[src/rtl/two_of_five_rx.sv]
// Serial 2-of-5 frame receiver feeding the 7-segment decoders.
// Holds the last valid code word, blanks while none is held, and counts rejected frames.
module two_of_five_rx #(
  parameter int unsigned TIMEOUT = 16,
  parameter int unsigned ERR_W   = 4
) (
  input  logic             clk,
  input  logic             rst,
  input  logic             start,
  input  logic             bit_valid,
  input  logic             bit_in,
  output logic [4:0]       code_out,
  output logic             code_strobe,
  output logic             err_strobe,
  output logic             blank,
  output logic [ERR_W-1:0] err_count,
  output logic             busy
);

  localparam int unsigned GAP_W = 8;
  localparam int unsigned CNT_W = 3;
  localparam logic [GAP_W-1:0] GAP_LIM = GAP_W'(TIMEOUT);
  localparam logic [CNT_W-1:0] LAST_BIT = CNT_W'(4);
  localparam logic [ERR_W-1:0] ERR_MAX = '1;

  localparam logic [0:0] ST_IDLE  = 1'b0;
  localparam logic [0:0] ST_SHIFT = 1'b1;

  logic [0:0]       state_q, state_d;
  logic             armed_q, armed_d;
  logic [CNT_W-1:0] cnt_q, cnt_d;
  logic [GAP_W-1:0] gap_q, gap_d;
  logic [3:0]       shift_q, shift_d;
  logic [4:0]       code_q, code_d;
  logic             code_stb_q, code_stb_d;
  logic             err_stb_q, err_stb_d;
  logic             blank_q, blank_d;
  logic [ERR_W-1:0] err_cnt_q, err_cnt_d;

  logic [4:0] word_c;
  logic [2:0] ones_c;
  logic       reject_c;

  // Candidate word if the current bit completes the frame
  always_comb begin
    word_c = {shift_q, bit_in};
    ones_c = '0;
    for (int i = 0; i < 5; i++) begin
      ones_c = ones_c + 3'(word_c[i]);
    end
  end

  always_comb begin
    state_d    = state_q;
    armed_d    = armed_q;
    cnt_d      = cnt_q;
    gap_d      = gap_q;
    shift_d    = shift_q;
    code_d     = code_q;
    code_stb_d = 1'b0;
    err_stb_d  = 1'b0;
    blank_d    = blank_q;
    err_cnt_d  = err_cnt_q;
    reject_c   = 1'b0;

    case (state_q)
      ST_IDLE: begin
        if (bit_valid && (start || armed_q)) begin
          shift_d = {3'b000, bit_in};
          cnt_d   = CNT_W'(1);
          gap_d   = '0;
          armed_d = 1'b0;
          state_d = ST_SHIFT;
        end else if (start) begin
          armed_d = 1'b1;
        end
      end
      ST_SHIFT: begin
        if (start) begin
          // Abort the partial frame silently and restart the bit count
          gap_d = '0;
          if (bit_valid) begin
            shift_d = {3'b000, bit_in};
            cnt_d   = CNT_W'(1);
          end else begin
            shift_d = '0;
            cnt_d   = '0;
          end
        end else if (bit_valid) begin
          gap_d = '0;
          if (cnt_q == LAST_BIT) begin
            state_d = ST_IDLE;
            if (ones_c == 3'd2) begin
              code_d     = word_c;
              code_stb_d = 1'b1;
              blank_d    = 1'b0;
            end else begin
              reject_c = 1'b1;
              blank_d  = 1'b1;
            end
          end else begin
            shift_d = word_c[3:0];
            cnt_d   = cnt_q + CNT_W'(1);
          end
        end else if (gap_q == GAP_LIM) begin
          reject_c = 1'b1;
          state_d  = ST_IDLE;
        end else begin
          gap_d = gap_q + GAP_W'(1);
        end
      end
      default: state_d = ST_IDLE;
    endcase

    if (reject_c) begin
      err_stb_d = 1'b1;
      if (err_cnt_q != ERR_MAX) begin
        err_cnt_d = err_cnt_q + ERR_W'(1);
      end
    end
  end

  always_ff @(posedge clk) begin
    if (rst) begin
      state_q    <= ST_IDLE;
      armed_q    <= 1'b0;
      cnt_q      <= '0;
      gap_q      <= '0;
      shift_q    <= '0;
      code_q     <= '0;
      code_stb_q <= 1'b0;
      err_stb_q  <= 1'b0;
      blank_q    <= 1'b1;
      err_cnt_q  <= '0;
    end else begin
      state_q    <= state_d;
      armed_q    <= armed_d;
      cnt_q      <= cnt_d;
      gap_q      <= gap_d;
      shift_q    <= shift_d;
      code_q     <= code_d;
      code_stb_q <= code_stb_d;
      err_stb_q  <= err_stb_d;
      blank_q    <= blank_d;
      err_cnt_q  <= err_cnt_d;
    end
  end

  assign code_out    = code_q;
  assign code_strobe = code_stb_q;
  assign err_strobe  = err_stb_q;
  assign blank       = blank_q;
  assign err_count   = err_cnt_q;
  assign busy        = (state_q == ST_SHIFT);

endmodule

[config.mk]
export PLATFORM = sky130hd
export DESIGN_NAME = two_of_five_rx
export DESIGN_NICKNAME = d
export VERILOG_FILES = /design/src/rtl/two_of_five_rx.sv
export SDC_FILE = /design/constraint.sdc
export NUM_CORES = 1
export LEC_CHECK = 0
export CORE_MARGIN = 2
export CORE_UTILIZATION = 35
export DETAILED_ROUTE_END_ITERATION = 12
export GPL_TIMING_DRIVEN = 1
export PLACE_DENSITY = 0.65
export SLEW_MARGIN = 20
export SYNTH_ARGS = -nofsm -noshare
export SYNTH_HDL_FRONTEND = slang
export SYNTH_SLANG_ARGS = --single-unit
[constraint.sdc]
create_clock -name clk -period 6.9 [get_ports clk]
set_input_delay 0.69 -clock clk [delete_from_list [all_inputs] [get_ports clk]]
set_output_delay 0.69 -clock clk [all_outputs]
set_load 0.1 [all_outputs]
### After elaboration in Yosys (flattened, before gate mapping)

Index checks and enable logic that the tools add are counted.

* word-level logic and storage cells: 72
* input bits: 5
* bits in registers: 29

* muxes and demuxes: 33
* reduce and logical (&&, ||, !) cells: 10
* eq/ne operators: 8
* bitwise gates (word level): 4
* add/subtract/negate cells: 7

Operators by type and width (count)
* $mux 8: 4
* $mux 1: 17
* $mux 4: 4
* $pmux 8 s2: 1
* $mux 3: 4
* $add 8x1->8 const B: 1
* $eq 8x5->1 const B: 1
* $ne 4x4->1 const B: 2
* $pmux 4 s2: 1
* $add 3x1->3: 2
* $ne 3x3->1 const B: 2
* $pmux 3 s2: 1
* $reduce_and 2->1: 3
* $reduce_and 5->1: 1
* $reduce_or 5->1: 1
* $add 4x1->4 const B: 1
* $not 1->1: 4
* $reduce_and 4->1: 1
* $add 2x1->3: 1
* $add 3x1->3 const B: 1
* $eq 3x2->1 const B: 1
* $eq 3x3->1 const B: 1
* $reduce_and 3->1: 1
* $add 1x1->2: 1
* other kinds (5): 5

### Logic depth before layout (Yosys ltp)

Gate-level depths: netlist (run 1).

* depth after elaboration: 11
* mapped depth: 10
* mapped depth without buffers: 9

### Worst setup path after synthesis (run 1)

Ideal clock, no wire load.

* kind: input to register
* start: in bit_in
* end: reg err_cnt_q[3], in the netlist err_count[3]
* buffers on the path: 1
* data required time: 6.829 ns
* arrival: 3.260 ns
* stages: 10
* path slack: 3.569 ns
* cells stage by stage: inv_1 -> fa_1 -> fa_1 -> inv_1 -> ha_1 -> and4b_1 -> or4_1 -> buf_2 -> or4_1 -> a21oi_1

* cells in the longest elaborated chain, start to end: 11

Ends and longest elaborated chain
* start: declaration: line 11 `input logic bit_in,`
* $add 1x1->2: line 49 `ones_c = ones_c + 3'(word_c[i]);`
* $add 2x1->3: line 49
* $add 3x1->3 (2 in a row): line 49
* $eq 3x2->1: line 93 `if (ones_c == 3'd2) begin`
* $mux 1: line 93
* $mux 1: line 91 `if (cnt_q == LAST_BIT) begin`
* $mux 1: line 89 `end else if (bit_valid) begin`
* $mux 1: line 79 `if (start) begin`
* $mux 1: line 66 `case (state_q)`
* $reduce_and 2->1 (no source line)
* end signal: assignment: line 145 `err_cnt_q <= err_cnt_d;`
* end: declaration: line 38 `logic [ERR_W-1:0] err_cnt_q, err_cnt_d;`

No other way between the ends.
A chain may end at the register's enable or synchronous reset.

### Worst setup path in the final report (run 1)

Same ends and word-level chain as after synthesis.

==> results of run 1 <==
## metrics by stage
step | utilization | total power, mW | hold slack (ns) | instances | setup slack, ns
after floorplan | - | 0.2078 | 0.4445 | 169 | 3.569
after global placement | 0.4102 | 0.2151 | 0.4579 | 228 | 2.970
after detailed placement | 0.4102 | 0.2156 | 0.4643 | 228 | 2.942
after CTS | 0.4307 | 0.3502 | 0.4735 | 236 | 3.243
after global routing | 0.4307 | 0.3603 | 0.4866 | 236 | 3.062
final | 0.4307 | 0.3441 | 0.4727 | 236 | 3.236
## routing by layer
layer	GRT usage	routed length, µm	vias up
met1	0.1687	1368	547
li1	-	-	624
met5	0	0	-
met2	0.1947	1133	23
met3	0.05682	140	2
met4	0.07108	31	0
## kinds of logic after synthesis
| group | Yosys count |
|---|---|
| buffers and inverters | 24 |
| AO/OA/AOI/OAI | 44 |
| AND/OR/NAND/NOR | 56 |
| XOR/XNOR | 1 |
| flip-flops | 29 |
| adder cells (fa/ha/maj) | 8 |
| multiplexers | 7 |
## path summary, 6_finish.rpt
kind / startpoint / endpoint / depth (start not counted)
min: shift_q[3] / shift_q[3] / 2
max reg2reg: shift_q[0] / err_count[3] / 9
min reg2reg: shift_q[3] / shift_q[3] / 2
max: bit_in / err_count[3] / 10
## power groups by stage
stage	logic, mW	registers [mW]	clock network [mW]
2_1_floorplan	0.0262	0.182	0
3_3_place_gp	0.0366	0.179	0
3_5_place_dp	0.0370	0.179	0
4_1_cts	0.0371	0.175	0.138
5_1_grt	0.0409	0.175	0.144
6_report	0.0366	0.175	0.133
## worst max-delay path, stage by stage
cell and delay, ns:
clkdlybuf4s50_1 0.50, inv_1 0.07, fa_1 0.49, fa_1 0.36, inv_1 0.06, ha_1 0.22
and4b_1 0.20, or4_1 0.63, or4_1 0.50, a21oi_1 0.14
## flip-flops by register name, indices dropped and copies added (netlist names)
name and count:
err_count 4, shift_q 4, code_out 5, cnt_q 3, armed_q 1, err_strobe 1, gap_q 8, blank 1
busy 1, code_strobe 1
## synthesized netlist by cell type (2+ instances only)
library cell  number
clkbuf_1           3
o31ai_1            3
or3_1             11
ha_1               6
mux2i_1            7
a21oi_1           20
o22ai_1            2
inv_1             16
nand2b_1           2
or4_1              4
dfxtp_1           29
nand4b_1           3
nor4_1             2
o21a_1             3
o21ai_0           10
fa_1               2
or2_2              2
buf_6              2
nand2_1           10
nand3_1            2
nor2_1            11
## layout make-up
| type | count | area (µm²) |
|---|---|---|
| Clock buffer | 6 | 72.57 |
| Clock inverter | 2 | 10.01 |
| Fill cell | 405 | 2293 |
| Inverter | 16 | 60.06 |
| Multi-Input combinational cell | 116 | 779.5 |
| Sequential cell | 29 | 580.6 |
| Tap cell | 50 | 62.56 |
| Timing Repair Buffer | 17 | 170.2 |
==> impl_metrics.ini, run 1 <==
[yosys]
ys_seq_area_frac = 0.3949
ys.flop_type = dfxtp_1
synth_top_family_by_area = simple AND/OR/NAND/NOR gates
ys_seq_elements = 29
ys_warn_count = 0
synth_fp_nets = 182
yosys.area_share.simple = 0.2238
yosysUniqueCellTypes = 40
synth_compound_area_frac = 0.1745
muxShareOfSynthArea = 0.04766
async_reset_ff_frac = 0
synth_top_area_frac = 0.3949
synth_area_leaders = dfxtp_1 39%, a21oi_1 6.8%, ha_1 5.1%
synth_area_leader_cell = dfxtp_1
syn_inst = 169
synthXorXnorAreaFrac = 0.005957
netlist_area_um2 = 1470
synth_edf_count = 0
synth-adder-area-share = 0.07830
syn_avg_cell_area_um2 = 8.699

[die]
initial_core_util = 0.3649
fp.dieW_um = 68.81
coreArea_um2 = 4029
fp.dieArea_um2 = 4735
num_rows = 23
die_y_um = 68.81
io_pins = 18

[drt]
detail-route-antenna-nets = 0
vias_per_cell = 5.068
wl_um = 2673
firstDrtPassIters = 4
via_count = 1196
drc = 0
avgRoutedWirePerCell_um = 11.33
drtIter0Drc = 68

[timing]
setup_tns_ns = 0
slew_viol_final = 0
finalHoldViolCount = 0
setup_viol = 0
layout_min_cycle_time_ns = 3.664
fmax_mhz = 272.9
slew_headroom = 0.3516
rsz0062_at_grt = false
finClkSkew_ns = 0.008039
worst_slew_pin_slew_ns = 0.9696
timing.final.crit_share = 0.5311

[final_layout]
stdcell_area_um2 = 1735
diodes = 0
drive_gt1_frac = 0.05914
area.growth.synth_to_final_pct = 18.04
final_cell_mix = 29 x dfxtp_1, 20 x a21oi_1, 17 x clkdlybuf4s50_1
layout_commonest_cell = dfxtp_1
nets = 198

[clock_network]
cts_setup_buffers = 0
cts.hold.buffers_added = 0
clock-sinks = 29
tritoncts = built
clk_pin_slew_worst_paths_ns = 0.06
max-clock-path-buffers = 2
cts.repair.resized = 0
clock-root-buffer = clkbuf_8
insertion_delay_ns = 0.28
cts.htree.levels = 2
numCtsBuffers = 5

[worst_setup_path]
cp.arrival_ns = 3.86
worst_setup_path_start_kind = input pin
cp.required_ns = 7.10
path_max_fanout = 8
critPathCaptureType = register
rrSetupSlack_ns = 3.80
critical_path_class = in -> reg

[pwr]
p_clk_frac = 0.385
power_density_nw_per_um2 = 198.3
leakagePower_nw = 0.5930
p_switching_mw = 0.09033
internal_power_mw = 0.2538
peakVddDrop_mv = 0.07936
p_seq_frac = 0.508
p_comb_frac = 0.106
p_sw_frac = 0.2625

[global_routing]
grt_pass1_wl_um = 4664
gr-usage-all-layers = 0.1344
grt_max_degree = 23
grt_pass1_vias = 1050
grt_overflow = 0
antenna_found_initial = 0

[outcome]
status = finished clean

[placed_design]
io_buffers = 17
dp_hpwl_um = 1904
gp_congestion = 0.7291
dpl_cell_area_um2 = 1653

[job]
cap_violations = 0

[worst_hold_path]
hold_path_class = reg -> reg
(Power assumes the default switching activity.)
==> inputs of run 2 (changes only) <==
PLACE_DENSITY = 0.67   (was 0.65)
clock period = 3.2 ns   (was 6.9 ns; I/O delays follow)
==> run 2 against run 1 <==
Via count up 2.7%. Global-route usage fell by 0.093 points. Non-clock buffer count grew 4. Clock skew decreased by 0.00065 ns. Count of clock-buffer cells in the layout did not move. Total power increased by 120%. Critical path depth stayed put. Sequential cell count unchanged. Worst hold slack better by 0.0039 ns. Die area did not move. Critical path type unchanged. Highest routed layer unchanged.
==> impl_metrics.ini, run 2 (same netlist as run 1, synthesis figures left out) <==
[outcome]
status = finished clean

[final_layout]
finalNonFillerCells = 240
fill_cells = 397
stdcell_area_um2 = 1774
drive_gt1_frac = 0.1000
fin_util = 0.4404
area.growth.synth_to_final_pct = 20.68
layout_commonest_cell = dfxtp_1
nets = 202
top_register = gap_q
diodes = 0
final_cell_mix = 29 x dfxtp_1, 19 x a21oi_1, 16 x inv_1, 16 x clkdlybuf4s50_1
largest_register_ffs = 8

[clock_network]
cts.htree.levels = 2
clock-sinks = 29
tritoncts = built
cts_setup_buffers = 0
insertion_delay_ns = 0.28
max-clock-path-buffers = 2
clock-root-buffer = clkbuf_8
numCtsBuffers = 5
clk_pin_slew_worst_paths_ns = 0.06

[die]
coreArea_um2 = 4029
initial_core_util = 0.3649
io_pins = 18
fp.dieArea_um2 = 4735
num_rows = 23
fp.dieW_um = 68.81
die_y_um = 68.81

[drt]
vias_per_cell = 5.117
firstDrtPassIters = 4
wl_um = 2805
drtIter0Drc = 53
avgRoutedWirePerCell_um = 11.69
via_count = 1228
drc = 0
detail-route-antenna-nets = 0

[timing]
slew_headroom = 0.3488
timing.final.crit_share = 0.9589
fmax_mhz = 325.9
layout_min_cycle_time_ns = 3.069
rsz0062_at_grt = false
setup_viol = 0
finalHoldViolCount = 0
worst_slew_pin_slew_ns = 0.9738
finClkSkew_ns = 0.007389
slew_viol_final = 0

[worst_setup_path]
critPathTopFamily = simple AND/OR/NAND/NOR gates
cp.required_ns = 3.42
critical_path_class = in -> reg
rrSetupSlack_ns = 0.31
ff2ff_path_depth = 9
reg2reg_to = err_count[3]
startpoint = bit_in
cp.arrival_ns = 3.29
path_max_fanout = 5
crit_chain = clkdlybuf4s50_1 > inv_1 > fa_1 > fa_1 > inv_1 > ha_1 > and4b_1 > or4_4 > or4_4 > a21oi_2
critPathCaptureType = register
worst_setup_path_start_kind = input pin
slowest_delay_ns = 0.49
r2r_start = shift_q[0]
cp_num_buf_inv = 3
crit_slowest_cell = clkdlybuf4s50_1

[worst_hold_path]
hold_start = shift_q[3]
hold_path_class = reg -> reg
worstHoldPathCells = 2
min_to = shift_q[3]

[placed_design]
dp_hpwl_um = 2062
placed_cells = 232
dpl_cell_area_um2 = 1680
io_buffers = 17
gp_congestion = 0.7628

[pwr]
power_density_nw_per_um2 = 420.5
leakagePower_nw = 0.6171
peakVddDrop_mv = 0.1426

[global_routing]
grt_pass1_wl_um = 4643
grt_pass1_vias = 1070
grt_overflow = 0
grt_max_degree = 13
gr-usage-all-layers = 0.1335
antenna_found_initial = 0

[job]
cap_violations = 0
[run 2: cell types whose count changed in the layout (fill, tap and decap cells not counted)]
cell,before,now
or4_1,4,2
or4_4,0,2
buf_4,0,5
clkdlybuf4s50_1,17,16
a21oi_1,20,19
a21oi_2,0,1
[run 2: worst max-delay path by stage]
stage	cells past startpoint	to
global placement	10	err_count[3]
finish	10	err_count[3]
global route	11	err_count[0]
floorplan	10	err_count[3]
detailed placement	10	err_count[3]
CTS	10	err_count[3]
[run 2: final cells by class]
type | instances | area (µm²) | area share
sequential | 29 | 580.6 | 0.3272
tap | 50 | 62.56 | 0.03526
timing repair buffer | 21 | 197.7 | 0.1114
clock buffer | 6 | 72.57 | 0.04090
inverter | 16 | 60.06 | 0.03385
multi-input combinational | 116 | 790.8 | 0.4457
clock inverter | 2 | 10.01 | 0.005642
[run 2: per-layer routing]
layer / up-vias / routed length [µm] / global-route usage
met5: - / 0 / 0
met4: 0 / 58 / 0.06618
met3: 4 / 134 / 0.04708
met2: 22 / 1203 / 0.1983
met1: 564 / 1408 / 0.1710
li1: 638 / - / -
[run 2: power breakdown]
| group | switching, mW | internal, mW |
|---|---|---|
| Combinational | 0.0525 | 0.0315 |
| Sequential | 0.00889 | 0.368 |
| Clock | 0.135 | 0.150 |
| Total | 0.196 | 0.550 |
[run 2: metrics by stage]
| stage | power, mW | hold WS [ns] | setup TNS (ns) | setup slack [ns] |
|---|---|---|---|---|
| final | 0.7460 | 0.4766 | 0 | 0.1315 |
| after global routing | 0.7801 | 0.5017 | 0 | 0.01660 |
| after CTS | 0.7533 | 0.4763 | 0 | 0.002211 |
| after detailed placement | 0.4676 | 0.4661 | -1.112 | -0.3266 |
| after global placement | 0.4659 | 0.4577 | -0.9642 | -0.2907 |
| after floorplan | 0.4481 | 0.3985 | 0 | 0.2341 |
[run 2: timing repair]
| item | 4_1_cts | 5_1_grt |
|---|---|---|
| hold buffers | 0 | 0 |
| setup endpoints to repair | 2 | 3 |
| gates resized for setup | 1 | 2 |
| hold endpoints to repair | 0 | 0 |
| pin swaps | 0 | 3 |
[run 2: worst register-to-register path, cell delays in order, from the launching register on]
cell,delay (ns)
dfxtp_1,0.35
inv_1,0.08
fa_1,0.47
fa_1,0.37
inv_1,0.07
ha_1,0.23
and4b_1,0.20
or4_4,0.44
or4_4,0.49
a21oi_2,0.11
